### src/rtl/rx_check_module_pkg.sv
// Shared definitions for the receive-side port checker.
//   - Default switch geometry (port count, payload width).
//   - FSM state type and error-class bit positions.
package rx_check_module_pkg;

  localparam int PORT_NUB_TOTAL  = 16;
  localparam int DATA_WIDTH_DFLT = 16;

  // Frame length register width; covers MAX_LEN up to 255.
  localparam int LEN_W = 8;

  // Error-class positions inside err_code.
  localparam int ERR_ROUTE = 0;
  localparam int ERR_SRC   = 1;
  localparam int ERR_DATA  = 2;
  localparam int ERR_LONG  = 3;

  typedef enum logic [1:0] {
    ST_IDLE = 2'd0,
    ST_RECV = 2'd1,
    ST_DONE = 2'd2
  } rx_state_e;

endpackage

### src/rtl/rx_check_module_sat_counter.sv
// Saturating event counter: counts up by one per cycle with inc high and
// holds at all-ones instead of wrapping.
// Ports:
//   clk   in  1  rising-edge clock
//   rst_n in  1  asynchronous active-low reset (clears the count)
//   inc   in  1  count enable
//   q     out W  current count
module sat_counter
  import rx_check_module_pkg::*;
#(
  parameter int W = 16
) (
  input  logic         clk,
  input  logic         rst_n,
  input  logic         inc,
  output logic [W-1:0] q
);

  logic [W-1:0] cnt_q;

  always_ff @(posedge clk or negedge rst_n) begin
    if (!rst_n) begin
      cnt_q <= '0;
    end else if (inc && (cnt_q != '1)) begin
      cnt_q <= cnt_q + W'(1);
    end
  end

  assign q = cnt_q;

endmodule

### src/rtl/rx_check_module.sv
// Receive-side checker for one switch output port. Watches frames (contiguous
// vaild runs) leaving the switch, checks routing, source stability, payload
// encoding and frame length, and keeps saturating statistics.
// Ports:
//   clk, rst_n   clock, asynchronous active-low reset
//   vaild        word valid; a frame is one contiguous high run
//   rx_port      destination port carried with the word
//   tx_port      source port carried with the word
//   data_port    payload word, expected to be src*16 + PORT_ID
//   busy         high while a frame is being received
//   frame_done   one-cycle pulse once a frame has ended
//   frame_ok     qualifies frame_done: frame had no error
//   frame_cnt    frames completed (saturating)
//   word_cnt     words accepted (saturating)
//   err_cnt      frames with at least one error (saturating)
//   err_code     sticky error classes: [0] route [1] src [2] data [3] overlong
//   src_seen     bit s set once a frame from source s has completed
module rx_check_module
  import rx_check_module_pkg::*;
#(
  parameter int PORT_ID    = 0,
  parameter int MAX_LEN    = 16,
  parameter int CNT_WIDTH  = 16,
  parameter int PORT_NUB   = PORT_NUB_TOTAL,
  parameter int WIDTH_SEL  = $clog2(PORT_NUB),
  parameter int DATA_WIDTH = DATA_WIDTH_DFLT
) (
  input  logic                  clk,
  input  logic                  rst_n,
  input  logic                  vaild,
  input  logic [WIDTH_SEL-1:0]  rx_port,
  input  logic [WIDTH_SEL-1:0]  tx_port,
  input  logic [DATA_WIDTH-1:0] data_port,
  output logic                  busy,
  output logic                  frame_done,
  output logic                  frame_ok,
  output logic [CNT_WIDTH-1:0]  frame_cnt,
  output logic [CNT_WIDTH-1:0]  word_cnt,
  output logic [CNT_WIDTH-1:0]  err_cnt,
  output logic [3:0]            err_code,
  output logic [PORT_NUB-1:0]   src_seen
);

  localparam logic [WIDTH_SEL-1:0] PORT_SEL  = WIDTH_SEL'(PORT_ID);
  localparam logic [LEN_W-1:0]     MAX_LEN_L = LEN_W'(MAX_LEN);

  rx_state_e              state_q, state_d;
  logic [WIDTH_SEL-1:0]   src_q, src_d;
  logic [LEN_W-1:0]       len_q, len_d;
  logic                   frame_err_q, frame_err_d;
  logic [3:0]             err_code_q, err_code_d;
  logic [PORT_NUB-1:0]    src_seen_q, src_seen_d;

  logic                   first_word;
  logic [WIDTH_SEL-1:0]   cur_src;
  logic [3:0]             werr;
  logic                   frame_inc;
  logic                   err_inc;

  // Payload a correctly routed word from source s must carry, in DATA_WIDTH bits.
  function automatic logic [DATA_WIDTH-1:0] exp_data(input logic [WIDTH_SEL-1:0] s);
    logic [DATA_WIDTH-1:0] sx;
    sx = DATA_WIDTH'(s);
    return (sx << 4) + DATA_WIDTH'(PORT_ID);
  endfunction

  // Word checks. Outside RECV the word opens a frame, so its own tx_port is
  // the reference source and neither the source nor length check can fire.
  always_comb begin
    first_word       = (state_q != ST_RECV);
    cur_src          = first_word ? tx_port : src_q;
    werr             = '0;
    werr[ERR_ROUTE]  = (rx_port != PORT_SEL);
    werr[ERR_SRC]    = !first_word && (tx_port != src_q);
    werr[ERR_DATA]   = (data_port != exp_data(cur_src));
    werr[ERR_LONG]   = !first_word && (len_q >= MAX_LEN_L);
    if (!vaild) begin
      werr = '0;
    end
  end

  always_comb begin
    state_d     = state_q;
    src_d       = src_q;
    len_d       = len_q;
    frame_err_d = frame_err_q;
    err_code_d  = err_code_q | werr;
    src_seen_d  = src_seen_q;
    frame_inc   = 1'b0;
    err_inc     = 1'b0;
    case (state_q)
      ST_IDLE: begin
        if (vaild) begin
          src_d       = tx_port;
          len_d       = LEN_W'(1);
          frame_err_d = |werr;
          state_d     = ST_RECV;
        end
      end
      ST_RECV: begin
        if (vaild) begin
          // Length saturates at MAX_LEN; further words only raise overlong.
          if (len_q < MAX_LEN_L) begin
            len_d = len_q + LEN_W'(1);
          end
          frame_err_d = frame_err_q | (|werr);
        end else begin
          state_d = ST_DONE;
        end
      end
      ST_DONE: begin
        frame_inc          = 1'b1;
        err_inc            = frame_err_q;
        src_seen_d[src_q]  = 1'b1;
        frame_err_d        = 1'b0;
        len_d              = '0;
        state_d            = ST_IDLE;
        // A word here opens the next frame directly.
        if (vaild) begin
          src_d       = tx_port;
          len_d       = LEN_W'(1);
          frame_err_d = |werr;
          state_d     = ST_RECV;
        end
      end
      default: begin
        state_d = ST_IDLE;
      end
    endcase
  end

  always_ff @(posedge clk or negedge rst_n) begin
    if (!rst_n) begin
      state_q     <= ST_IDLE;
      src_q       <= '0;
      len_q       <= '0;
      frame_err_q <= 1'b0;
      err_code_q  <= '0;
      src_seen_q  <= '0;
    end else begin
      state_q     <= state_d;
      src_q       <= src_d;
      len_q       <= len_d;
      frame_err_q <= frame_err_d;
      err_code_q  <= err_code_d;
      src_seen_q  <= src_seen_d;
    end
  end

  sat_counter #(.W(CNT_WIDTH)) u_frame_cnt (
    .clk   (clk),
    .rst_n (rst_n),
    .inc   (frame_inc),
    .q     (frame_cnt)
  );

  sat_counter #(.W(CNT_WIDTH)) u_word_cnt (
    .clk   (clk),
    .rst_n (rst_n),
    .inc   (vaild),
    .q     (word_cnt)
  );

  sat_counter #(.W(CNT_WIDTH)) u_err_cnt (
    .clk   (clk),
    .rst_n (rst_n),
    .inc   (err_inc),
    .q     (err_cnt)
  );

  assign busy       = (state_q == ST_RECV);
  assign frame_done = (state_q == ST_DONE);
  assign frame_ok   = frame_done && !frame_err_q;
  assign err_code   = err_code_q;
  assign src_seen   = src_seen_q;

endmodule

### config.mk
export PLATFORM = sky130hd
export DESIGN_NAME = rx_check_module
export DESIGN_NICKNAME = d
export VERILOG_FILES = /design/src/rtl/rx_check_module_pkg.sv /design/src/rtl/rx_check_module_sat_counter.sv /design/src/rtl/rx_check_module.sv
export SDC_FILE = /design/constraint.sdc
export NUM_CORES = 1
export LEC_CHECK = 0
export CORE_ASPECT_RATIO = 1.1
export CORE_MARGIN = 2
export CORE_UTILIZATION = 66
export DETAILED_ROUTE_END_ITERATION = 7
export DONT_BUFFER_PORTS = 1
export HOLD_SLACK_MARGIN = 0.03
export PLACE_DENSITY = 0.84
export RECOVER_POWER = 50
export SLEW_MARGIN = 25
export SYNTH_ARGS = -nofsm -noshare
export SYNTH_HDL_FRONTEND = slang
export SYNTH_HIERARCHICAL = 1
export SYNTH_SLANG_ARGS = --single-unit
### constraint.sdc
create_clock -name clk -period 3.5 [get_ports clk]
set_input_delay 0.7 -clock clk [delete_from_list [all_inputs] [get_ports clk]]
set_output_delay 0.7 -clock clk [all_outputs]
set_load 0.01 [all_outputs]
== Word-level counts from Yosys, hierarchy flattened ==
Cells that the tools add are included.
Word-level totals
  register bits: 83
Cells by class
  add/subtract/negate cells: 4
  bitwise operators: 3
  mux-type cells: 19
  reduce and logical (&&, ||, !) cells: 18
  eq/ne operators: 12
  $lt $le $gt $ge: 4
Operators by type and width (count)
  $add A16 B1 Y16 const B: 3
  $ne A16 B16 Y1 const B: 3
  $mux W8: 3
  $pmux W8 S3: 1
  $ne A16 B8 Y1: 1
  $or A16 B16 Y16: 1
  $add A8 B1 Y8 const B: 1
  $ge A8 B5 Y1 const B: 1
  $lt A8 B5 Y1 const B: 1
  $mux W1: 8
  $mux W4: 2
  $logic_and A1 B1 Y1: 7
  $ne A2 B2 Y1 const B: 3
  $pmux W2 S3: 1
  $lt A4 B5 Y1 const B: 1
  $demux W1 S4: 1
  $ge A4 B1 Y1 const B: 1
  $mux W2: 2
  $ne A2 B1 Y1 const B: 2
  $ne A4 B4 Y1: 1
  $or A4 B4 Y4: 1
  $reduce_and A2 Y1: 2
  $reduce_and A4 Y1: 1
  $reduce_bool A4 Y1: 1
  10 further kinds: 11

== Logic depth before layout (Yosys ltp) ==
Gate-level depths: netlist of the first run.
  word-level depth: 8
  depth in mapped cells: 8
  depth with buffers taken out: 7

== Modules after synthesis ==
The synthesis of the first run kept the hierarchy.
Modules (own cells, without submodules)
  sat_counter: area each 859.6 um2, sequential area each 400.4 um2, instances 3, cells each 72
  rx_check_module: area each 1760.4 um2, sequential area each 875.8 um2, instances 1, cells each 162

== Worst setup path before layout of the first run ==
Ideal clock, no wire load.
  path kind: flip-flop to flip-flop
  start: register state_q[0]
  end: register u_err_cnt.cnt_q[5], in the netlist u_err_cnt/q[5]
  setup slack: 1.299 ns
  path buffers: 1
  stages on the path, launching flop included: 9
  library setup time: 0.119 ns
  arrival: 2.082 ns
  cells stage by stage: dfrtp_1 inv_1 ha_1 clkbuf_1 and2_1 and3_1 and4_2 o211ai_1 o21a_1
Between the ends
  longest elaborated chain between the ends: 3
Ends and longest elaborated chain
  from (decl): line rx_check_module.sv:47  | rx_state_e state_q, state_d;
  from (signal assigned): line rx_check_module.sv:141  | state_q <= state_d;
  $eq A2 B2 Y1
  named net frame_done: line rx_check_module.sv:35  | output logic frame_done,
  $mux W1: line rx_check_module.sv:91  | case (state_q)
  named net err_inc: line rx_check_module.sv:58  | logic err_inc;
  $logic_and A1 B1 Y1: line rx_check_module_sat_counter.sv:24  | end else if (inc && (cnt_q != '1)) begin
  to (signal assigned): line rx_check_module_sat_counter.sv:25  | cnt_q <= cnt_q + W'(1);
  to (decl): line rx_check_module_sat_counter.sv:19  | logic [W-1:0] cnt_q;
The timed path passes the listed nets, and every way through them passes these cells.
A chain may end at the register's enable or synchronous reset.

== Worst setup path in the final report of the first run ==
  start: register state_q[0]
  end: output frame_ok
Between the ends
  longest elaborated chain between the ends: 2
Ends and longest elaborated chain
  $eq A2 B2 Y1: line rx_check_module.sv:172  | assign frame_done = (state_q == ST_DONE);
  named net frame_done: line rx_check_module.sv:35
  $logic_and A1 B1 Y1: line rx_check_module.sv:173  | assign frame_ok = frame_done && !frame_err_q;
  to (decl): line rx_check_module.sv:36  | output logic frame_ok,
The timed path passes the listed nets, and every way through them passes these cells.

==> run metrics, run 1 <==
DRC viols 0; WHS 467.2 ps; status complete, but fails checks; die width 81.31 microns; Starting Density 66.99%; R2R Path Start state_q[0]; Final Hold Viols 0; worst hold path cell count 2; CP max FO 15; fin crit share 78.00%; required time worst endpoint 2800 ps; Clock power frac 23.5%; CTS H-Tree Depth 3; CTS tree done; # clock sinks 83; number of routed nets with antenna violations 0; clk root buf clkbuf_8; Reg-to-Reg End u_frame_cnt/q[7]; slowest CP cell clkbuf_1; CP Launch Type register; Die Area 7240 sq um; layout overhead on the synthesized area 6.545%; via count 3112; placed inst area 4418 sq um; NumNets Final 420; reg2reg setup slack 1160 ps; unrepaired setup endpoints after global routing false; Worst Setup End Kind output port; Max-slew headroom -36.43%; insertion delay to the later sink of the worst-skew pair 360 ps; setup repair bufs after CTS 0; IO Port Bufs 0; setup_tns 0 ps; DR WL/cell 19.58 microns; register area share after synthesis 47.87%; initial antenna violation count 0; pin count of the biggest net entering global routing 84; routability congestion estimate 0.8178; Mapped Nets 415; max cap viols 1; final setup vio count 0; final instance area 4623 sq um; worst hold path type input pin to register; Synth warnings 6; # rows 31; Yosys cell types 51; CP Class register to output port; final critical path time including I/O delays and setup 2730 ps; Detailed Route WL 9204 microns; chip height 89.04 microns; Internal 1853 uW; Switching Fraction 39.48%; family with the most delay on the worst path buffers and inverters; DPL Wire Length 6596 microns; multi-input logic area 2198 sq um; maximum root-to-sink buffer count 2; DP Worst Slack 1535 ps; total CTS buffers 9; CP Buf/Inv Count 2; global-route wire length before repair 14610 microns; Hold Crit Start tx_port[3]; io pins 98; Post-synth ARST share 100.0%; Layout Skew 13.94 ps; layout cells sized above 1 15.72%; net switching power 1208 uW; crit-path max cell delay 600 ps; All-Layer GR Usage 26.28%; Worst IR Drop VDD 0.0004451 V; combinational group share of total power 24.5%; Initial DRC Count 206; register share of total power 52.0%; Worst Setup Slack, final 770.0 ps; crit-path cells inv_1 > ha_1 > clkbuf_1 > nor2b_1; worst-margin pin slew 2046 ps; syn avg cell area 11.48 sq um; first-pass iteration count of the detailed router 4; Mapped Cells 378; Leak 0.001953 uW; Avg Vias per Cell 6.621; # fillers 457; reg2reg path depth 7; failing checks capacitance limit, slew limit; post-synthesis cell area 4339 sq um; Congestion Overflow GR 0; Max Freq 366.3 MHz; Register Area 2077 sq um; Clock transition at path regs 80 ps; Main synth FF type dfrtp_1; core area 6477 sq um; Endpoint, Worst Hold src_q[3]; Post-synth EDFFs 0; Max Slew Vio Count 84; Antenna Cells 0; number of global-route vias before repair 3073; number of synthesized register bits 83; crit path DAT 2030 ps; PwrDens 662.1 nW/um^2
-- layout by cell type (no fill, tap or decap), types with 10 or more instances in the layout --
master    instances
a21oi_1          12
a31oi_1          12
dfrtp_1          83
ha_1             10
nand2_1          22
nand3_1          19
nand4_1          27
nor2_1           16
o21a_1           15
o21bai_1         10
xnor2_1          21
xor2_1           10
-- power by group through the flow --
stage	combinational (uW)	sequential [uW]	clock [uW]
2_1_floorplan	643	1470	0
3_3_place_gp	697	1590	0
3_5_place_dp	735	1610	0
4_1_cts	760	1590	732
5_1_grt	840	1630	776
6_report	751	1590	719
-- worst reg2reg max path, stage by stage (launching register included) --
cell      delay [ps]
dfrtp_1          470
inv_1            140
ha_1             160
clkbuf_1         600
and3_1           370
and4_2           280
a31oi_1           90
a31oi_1          150
-- metrics by stage --
stage | total power [uW] | std cells | util, %
global placement | 2290 | 453 | 68.21
finish | 3061 | 470 | 71.37
detailed placement | 2341 | 453 | 68.21
floorplan | 2118 | 378 | -
global route | 3245 | 470 | 71.37
CTS | 3080 | 470 | 71.82
-- cell type report --
cell class / instances / share of cell area, %
Timing Repair Buffer: 2 / 0.1894
Clock inverter: 7 / 1.786
Multi-Input combinational cell: 279 / 47.55
Sequential cell: 83 / 44.93
Clock buffer: 9 / 2.679
Tap cell: 82 / 2.219
Inverter: 8 / 0.6495
-- cells by family (layout without fill, tap and decap cells) --
family	count (synthesis)	after routing	synth area share, %
AOI/OAI and AO/OA	86	86	14.94
xor gates and xnor gates	31	31	6.257
adders and majority gates	10	10	2.884
buffers and inverters	16	26	1.413
DFF	83	83	47.87
muxes	10	10	2.480
and+or+nand+nor	142	142	24.16
-- state kept, by name, indices dropped and copies added, names as in the netlist --
name           count
src_seen          16
len_q              8
u_err_cnt/q       16
u_frame_cnt/q     16
state_q            2
frame_err_q        1
err_code           4
src_q              4
u_word_cnt/q      16
-- synth_stat cells (8+ instances only) --
master    instances  area, sq um
dfrtp_1          83         2077
nand4_1          27        168.9
nand2_1          22        82.58
xnor2_1          21        183.9
nand3_1          19        95.09
nor2_1           15        56.30
o21a_1           15        112.6
a21oi_1          12        60.06
a31oi_1          12        75.07
ha_1             10        125.1
o21bai_1         10        75.07
xor2_1           10        87.58
o21ai_0           9        45.04
inv_1             8        30.03
-- what timing repair did --
action                    CTS  global route
hold buffers                1             0
hold endpoints to repair   83             0
resized for setup           0             0
-- per-layer routing --
metal	global-route usage [%]	wire, microns	vias up
li1	-	-	1457
met1	32.07	3748	1535
met2	42.25	4492	103
met3	10.30	775	17
met4	9.861	187	0
met5	0	0	-
-- how the worst max path moves through the flow --
| stage | start | to | slack [ps] | cells after the start |
|---|---|---|---|---|
| after floorplan | state_q[0] | u_err_cnt/q[5] | 1300 | 8 |
| after CTS | state_q[0] | frame_ok | 1190 | 4 |
| after detailed placement | state_q[0] | u_err_cnt/q[5] | 1540 | 7 |
| after global routing | state_q[0] | frame_ok | 670 | 4 |
| after global placement | state_q[0] | u_err_cnt/q[5] | 1600 | 7 |
| final | state_q[0] | frame_ok | 770 | 4 |
No activity file was read; power rests on OpenSTA's default activity.
==> run 2: changes to the inputs <==
CORE_UTILIZATION = 57   (was 66)
PLACE_DENSITY = 0.77   (was 0.84)
clock period = 2.5 ns   (was 3.5 ns; I/O delays follow)
==> run metrics, run 2 (same netlist as run 1, synthesis figures left out) <==
status completed; required time worst endpoint 2000 ps (-800 ps); core area 7432 sq um (+15%); Switching Fraction 38.17% (-1.3 points); IO Port Bufs 0 (unchanged); Worst Setup End Kind output port; # fillers 574 (+26%); layout overhead on the synthesized area 7.065%; final instance area 4646 sq um (+0.49%); clk root buf clkbuf_8; CP Buf/Inv Count 2 (unchanged); setup_tns 0 ps (unchanged); final critical path time including I/O delays and setup 2140 ps; max cap viols 0 (-1); CTS tree done; Internal 2609 uW (+41%); Congestion Overflow GR 0 (unchanged); DP Worst Slack 516.0 ps (-1019 ps); routability congestion estimate 0.8028 (-1.8%); chip height 95.51 microns (+7.3%); Antenna Cells 0 (unchanged); DRC viols 0 (unchanged); Avg Vias per Cell 6.491 (-2.0%); CP Launch Type register; Final Hold Viols 0 (unchanged); number of global-route vias before repair 3119 (+1.5%); Register Area 2077 sq um (unchanged); number of routed nets with antenna violations 0 (unchanged); Max-slew headroom 63.78% (+100 points); die width 87.19 microns (+7.2%); DPL Wire Length 6381 microns (-3.3%); # rows 33 (+6.5%); total CTS buffers 9 (unchanged); crit-path cells inv_1 > ha_1 > buf_4 > nor2b_1; Max Slew Vio Count 0 (-100%); net switching power 1610 uW (+33%); Detailed Route WL 9113 microns (-0.99%); Starting Density 58.38% (-8.6 points); global-route wire length before repair 14850 microns (+1.6%); Leak 0.001966 uW (+0.68%); Clock power frac 22.6% (-0.9 points); CTS H-Tree Depth 3 (unchanged); most common cell after layout, fill and taps aside dfrtp_1; Layout Skew 7.464 ps (-6.474 ps); CP max FO 15 (unchanged); reg2reg path depth 7 (unchanged); NumNets Final 420 (unchanged); multi-input logic area 2201 sq um (+0.11%); PwrDens 908.2 nW/um^2 (+37%); maximum root-to-sink buffer count 2 (unchanged); worst-margin pin slew 536.2 ps (-1510 ps); insertion delay to the later sink of the worst-skew pair 340 ps (-20 ps); Max Freq 467.3 MHz; via count 3083 (-0.93%); crit-path max cell delay 470 ps (-130 ps); WHS 36.85 ps (-430.3 ps); crit path DAT 1640 ps (-390 ps); pin count of the biggest net entering global routing 84 (unchanged); worst hold path type input pin to asynchronous set/reset pin; register share of total power 52.4% (+0.4 points); slowest CP cell dfrtp_1; initial antenna violation count 0 (unchanged); io pins 98 (unchanged); Die Area 8328 sq um (+15%); layout cells sized above 1 15.98% (+0.26 points); Clock transition at path regs 80 ps (about the same); family with the most delay on the worst path flip-flops; # clock sinks 83 (unchanged); fin crit share 85.60%; final setup vio count 0 (unchanged); Post-CTS Resized 0 (unchanged); first-pass iteration count of the detailed router 4 (unchanged); commonest non-fill, non-tap cells in the layout dfrtp_1 (83), nand4_1 (27), nand2_1 (22); DR WL/cell 19.19 microns (-2.0%); CP Class register to output port; Worst IR Drop VDD 0.0006005 V (+35%); unrepaired setup endpoints after global routing false; combinational group share of total power 25.0% (+0.5 points); placed inst area 4424 sq um (+0.14%); All-Layer GR Usage 22.74% (-3.5 points); CP Depth 4 (unchanged); Worst Setup Slack, final 359.9 ps (-410.1 ps); Initial DRC Count 88 (-57%)
[run 2: worst register-to-register path, stage by stage (launching register included)]
cell      delay (ps)
dfrtp_1          450
inv_1            140
ha_1             420
mux2i_1          280
xor2_1           170
nand4_1          160
o21ai_0          220
nand2b_1          90
[run 2: routing by layer]
layer  global-route usage (%)  wire [microns]
met1                    28.43            3904
met2                    37.40            4446
met3                    7.792             663
met4                    6.795              99
met5                        0               0
[run 2: metrics by stage]
| step | instances | utilization, % | total power [uW] |
|---|---|---|---|
| floorplan | 378 | - | 2965 |
| global placement | 458 | 59.53 | 3198 |
| detailed placement | 458 | 59.53 | 3258 |
| CTS | 475 | 62.51 | 4258 |
| global route | 475 | 62.51 | 4508 |
| finish | 475 | 62.51 | 4219 |
[run 2: final cells by class]
type                            count  share of cell area [%]
Tap cell                           87                   2.343
Clock inverter                      5                   1.131
Multi-Input combinational cell    279                   47.37
Inverter                            8                  0.6464
Clock buffer                       11                   3.043
Sequential cell                    83                   44.71
Timing Repair Buffer                2                  0.7541
[run 2: final timing paths]
path	start	end	slack (ps)
max in group asynchronous	rst_n	u_word_cnt/q[7]	2110
worst min-delay path	rst_n	u_frame_cnt/q[10]	40
min in group clk	tx_port[2]	src_q[2]	280
worst min register to register	src_seen[0]	src_seen[0]	530
worst max register to register	state_q[1]	err_code[2]	490
worst max-delay path	state_q[0]	frame_ok	360
[run 2: power groups by stage]
stage / sequential [uW] / combinational (uW) / clock (uW)
floorplan: 2060 / 900 / 0
global placement: 2220 / 979 / 0
detailed placement: 2240 / 1020 / 0
CTS: 2210 / 1070 / 978
global route: 2270 / 1190 / 1050
finish: 2210 / 1060 / 952
[run 2: repair_timing]
action | 4_1_cts | 5_1_grt
setup buffers | 0 | 0
hold buffers | 1 | 0
hold endpoints to repair | 83 | 0
==> run 3: changes to the inputs <==
--- a/constraint.sdc
+++ b/constraint.sdc
@@ -3,2 +3,2 @@
 set_output_delay 0.5 -clock clk [all_outputs]
-set_load 0.01 [all_outputs]
+set_load 0.05 [all_outputs]
==> run metrics, run 3 (same netlist as run 1, synthesis figures left out) <==
chip height 95.51 microns (unchanged); layout cells sized above 1 18.93% (+2.9 points); status complete, but fails checks; worst-margin pin slew 2044 ps (+1508 ps); crit-path cells inv_1 > ha_1 > buf_4 > nor2b_2 > buf_4; Final Hold Viols 0 (unchanged); worst hold path type input pin to register; via count 3231 (+4.8%); Detailed Route WL 9341 microns (+2.5%); family with the most delay on the worst path buffers and inverters; number of global-route vias before repair 3147 (+0.90%); # clock sinks 83 (unchanged); Switching Fraction 48.73% (+11 points); CP Class register to output port; fin crit share 90.11% (+4.5 points); # fillers 603 (+5.1%); NumNets Final 460 (+9.5%); CTS tree done; maximum root-to-sink buffer count 2 (unchanged); insertion delay to the later sink of the worst-skew pair 360 ps (+20 ps); max cap viols 1 (+1); final critical path time including I/O delays and setup 2253 ps (+112.8 ps); multi-input logic area 2203 sq um (+0.11%); routability congestion estimate 0.8332 (+3.8%); Register Area 2077 sq um (unchanged); IO Port Bufs 0 (unchanged); io pins 98 (unchanged); # rows 33 (unchanged); CP Buf/Inv Count 3 (+1); commonest non-fill, non-tap cells in the layout dfrtp_1 (83), nand4_1 (27), clkbuf_1 (23); Leak 0.002067 uW (+5.1%); pin count of the biggest net entering global routing 84 (unchanged); failing checks capacitance limit, slew limit; layout overhead on the synthesized area 11.36%; crit path DAT 1750 ps (+110 ps); Worst Setup End Kind output port; CP max FO 15 (unchanged); CTS H-Tree Depth 3 (unchanged); Internal 2593 uW (-0.61%); Initial DRC Count 159 (+81%); global-route wire length before repair 14900 microns (+0.38%); Clock transition at path regs 90 ps (about the same); DPL Wire Length 6823 microns (+6.9%); initial antenna violation count 0 (unchanged); Post-CTS Resized 0 (unchanged); setup_tns 0 ps (unchanged); DRC viols 0 (unchanged); combinational group share of total power 32.2% (+7.2 points); Clock power frac 17.8% (-4.8 points); most common cell after layout, fill and taps aside dfrtp_1; register share of total power 50.0% (-2.4 points); Congestion Overflow GR 0 (unchanged); Max Slew Vio Count 84 (+84); core area 7432 sq um (unchanged); DP Worst Slack 461.5 ps (-54.47 ps); CP Launch Type register; Starting Density 58.38% (unchanged); All-Layer GR Usage 23.12% (+0.38 points); first-pass iteration count of the detailed router 4 (unchanged); Antenna Cells 0 (unchanged); total CTS buffers 9 (unchanged); DR WL/cell 18.14 microns (-5.5%); Worst Setup Slack, final 247.1 ps (-112.8 ps); die width 87.19 microns (unchanged); Worst IR Drop VDD 0.0006756 V (+13%); slowest CP cell dfrtp_1; clk root buf clkbuf_8; Layout Skew 9.100 ps (+1.635 ps); net switching power 2465 uW (+53%); unrepaired setup endpoints after global routing false; Max Freq 443.9 MHz (-5.0%); reg2reg setup slack 260 ps (-230 ps); setup repair bufs after CTS 0 (unchanged); PwrDens 1047 nW/um^2 (+15%); number of routed nets with antenna violations 0 (unchanged); Max-slew headroom -36.28% (-100 points); crit-path max cell delay 500 ps (+30 ps); required time worst endpoint 2000 ps (about the same); final setup vio count 0 (unchanged); crit-path most repeated cell buf_4; Avg Vias per Cell 6.274 (-3.3%); Die Area 8328 sq um (unchanged)
==> run 3: final timing paths <==
check,from,cells after the start,to
worst max-delay path,state_q[0],5,frame_ok
worst min-delay path,tx_port[2],2,src_q[2]
worst max register to register,u_err_cnt/q[1],6,u_err_cnt/q[14]
worst min register to register,len_q[7],1,len_q[7]
max in group asynchronous,rst_n,1,src_seen[0]
min in group asynchronous,rst_n,1,u_frame_cnt/q[8]
==> run 3: repair_timing <==
action | 4_1_cts | 5_1_grt
hold buffers | 1 | 0
endpoints found under the setup margin | 0 | 0
hold endpoints to repair | 83 | 0
==> run 3: per-layer routing <==
layer | global-route usage [%] | up-vias | share of wire (%)
met5 | 0 | - | 0
met3 | 9.351 | 16 | 8.2
met4 | 8.462 | 0 | 1.8
met1 | 27.13 | 1584 | 41
li1 | - | 1528 | -
met2 | 38.23 | 103 | 49
==> run 3: final cells by class <==
class,count,share of cell area [%]
multi-input cells,279,45.60
flip-flops and latches,83,42.98
repair buffers,42,4.687
clock buffers,10,2.848
well taps,87,2.253
clock inverters,6,1.010
inverters,8,0.6214
==> run 3: metrics by stage <==
stage	cell area (sq um)	utilization [%]	total power, uW	std cells	hold slack, ps
detailed placement	4730	63.64	4213	498	206.6
finish	4832	65.02	5058	515	262.0
global placement	4730	63.64	4158	498	206.2
CTS	4943	66.52	5147	515	46.53
global route	4832	65.02	5329	515	265.0
floorplan	4344	-	3770	378	204.4
==> run 3: power groups by stage <==
stage	Clock [uW]	Sequential, uW	Combinational (uW)
2_1_floorplan	0	2810	960
3_5_place_dp	0	2560	1650
5_1_grt	971	2580	1780
3_3_place_gp	0	2550	1610
4_1_cts	924	2530	1690
6_report	900	2530	1630
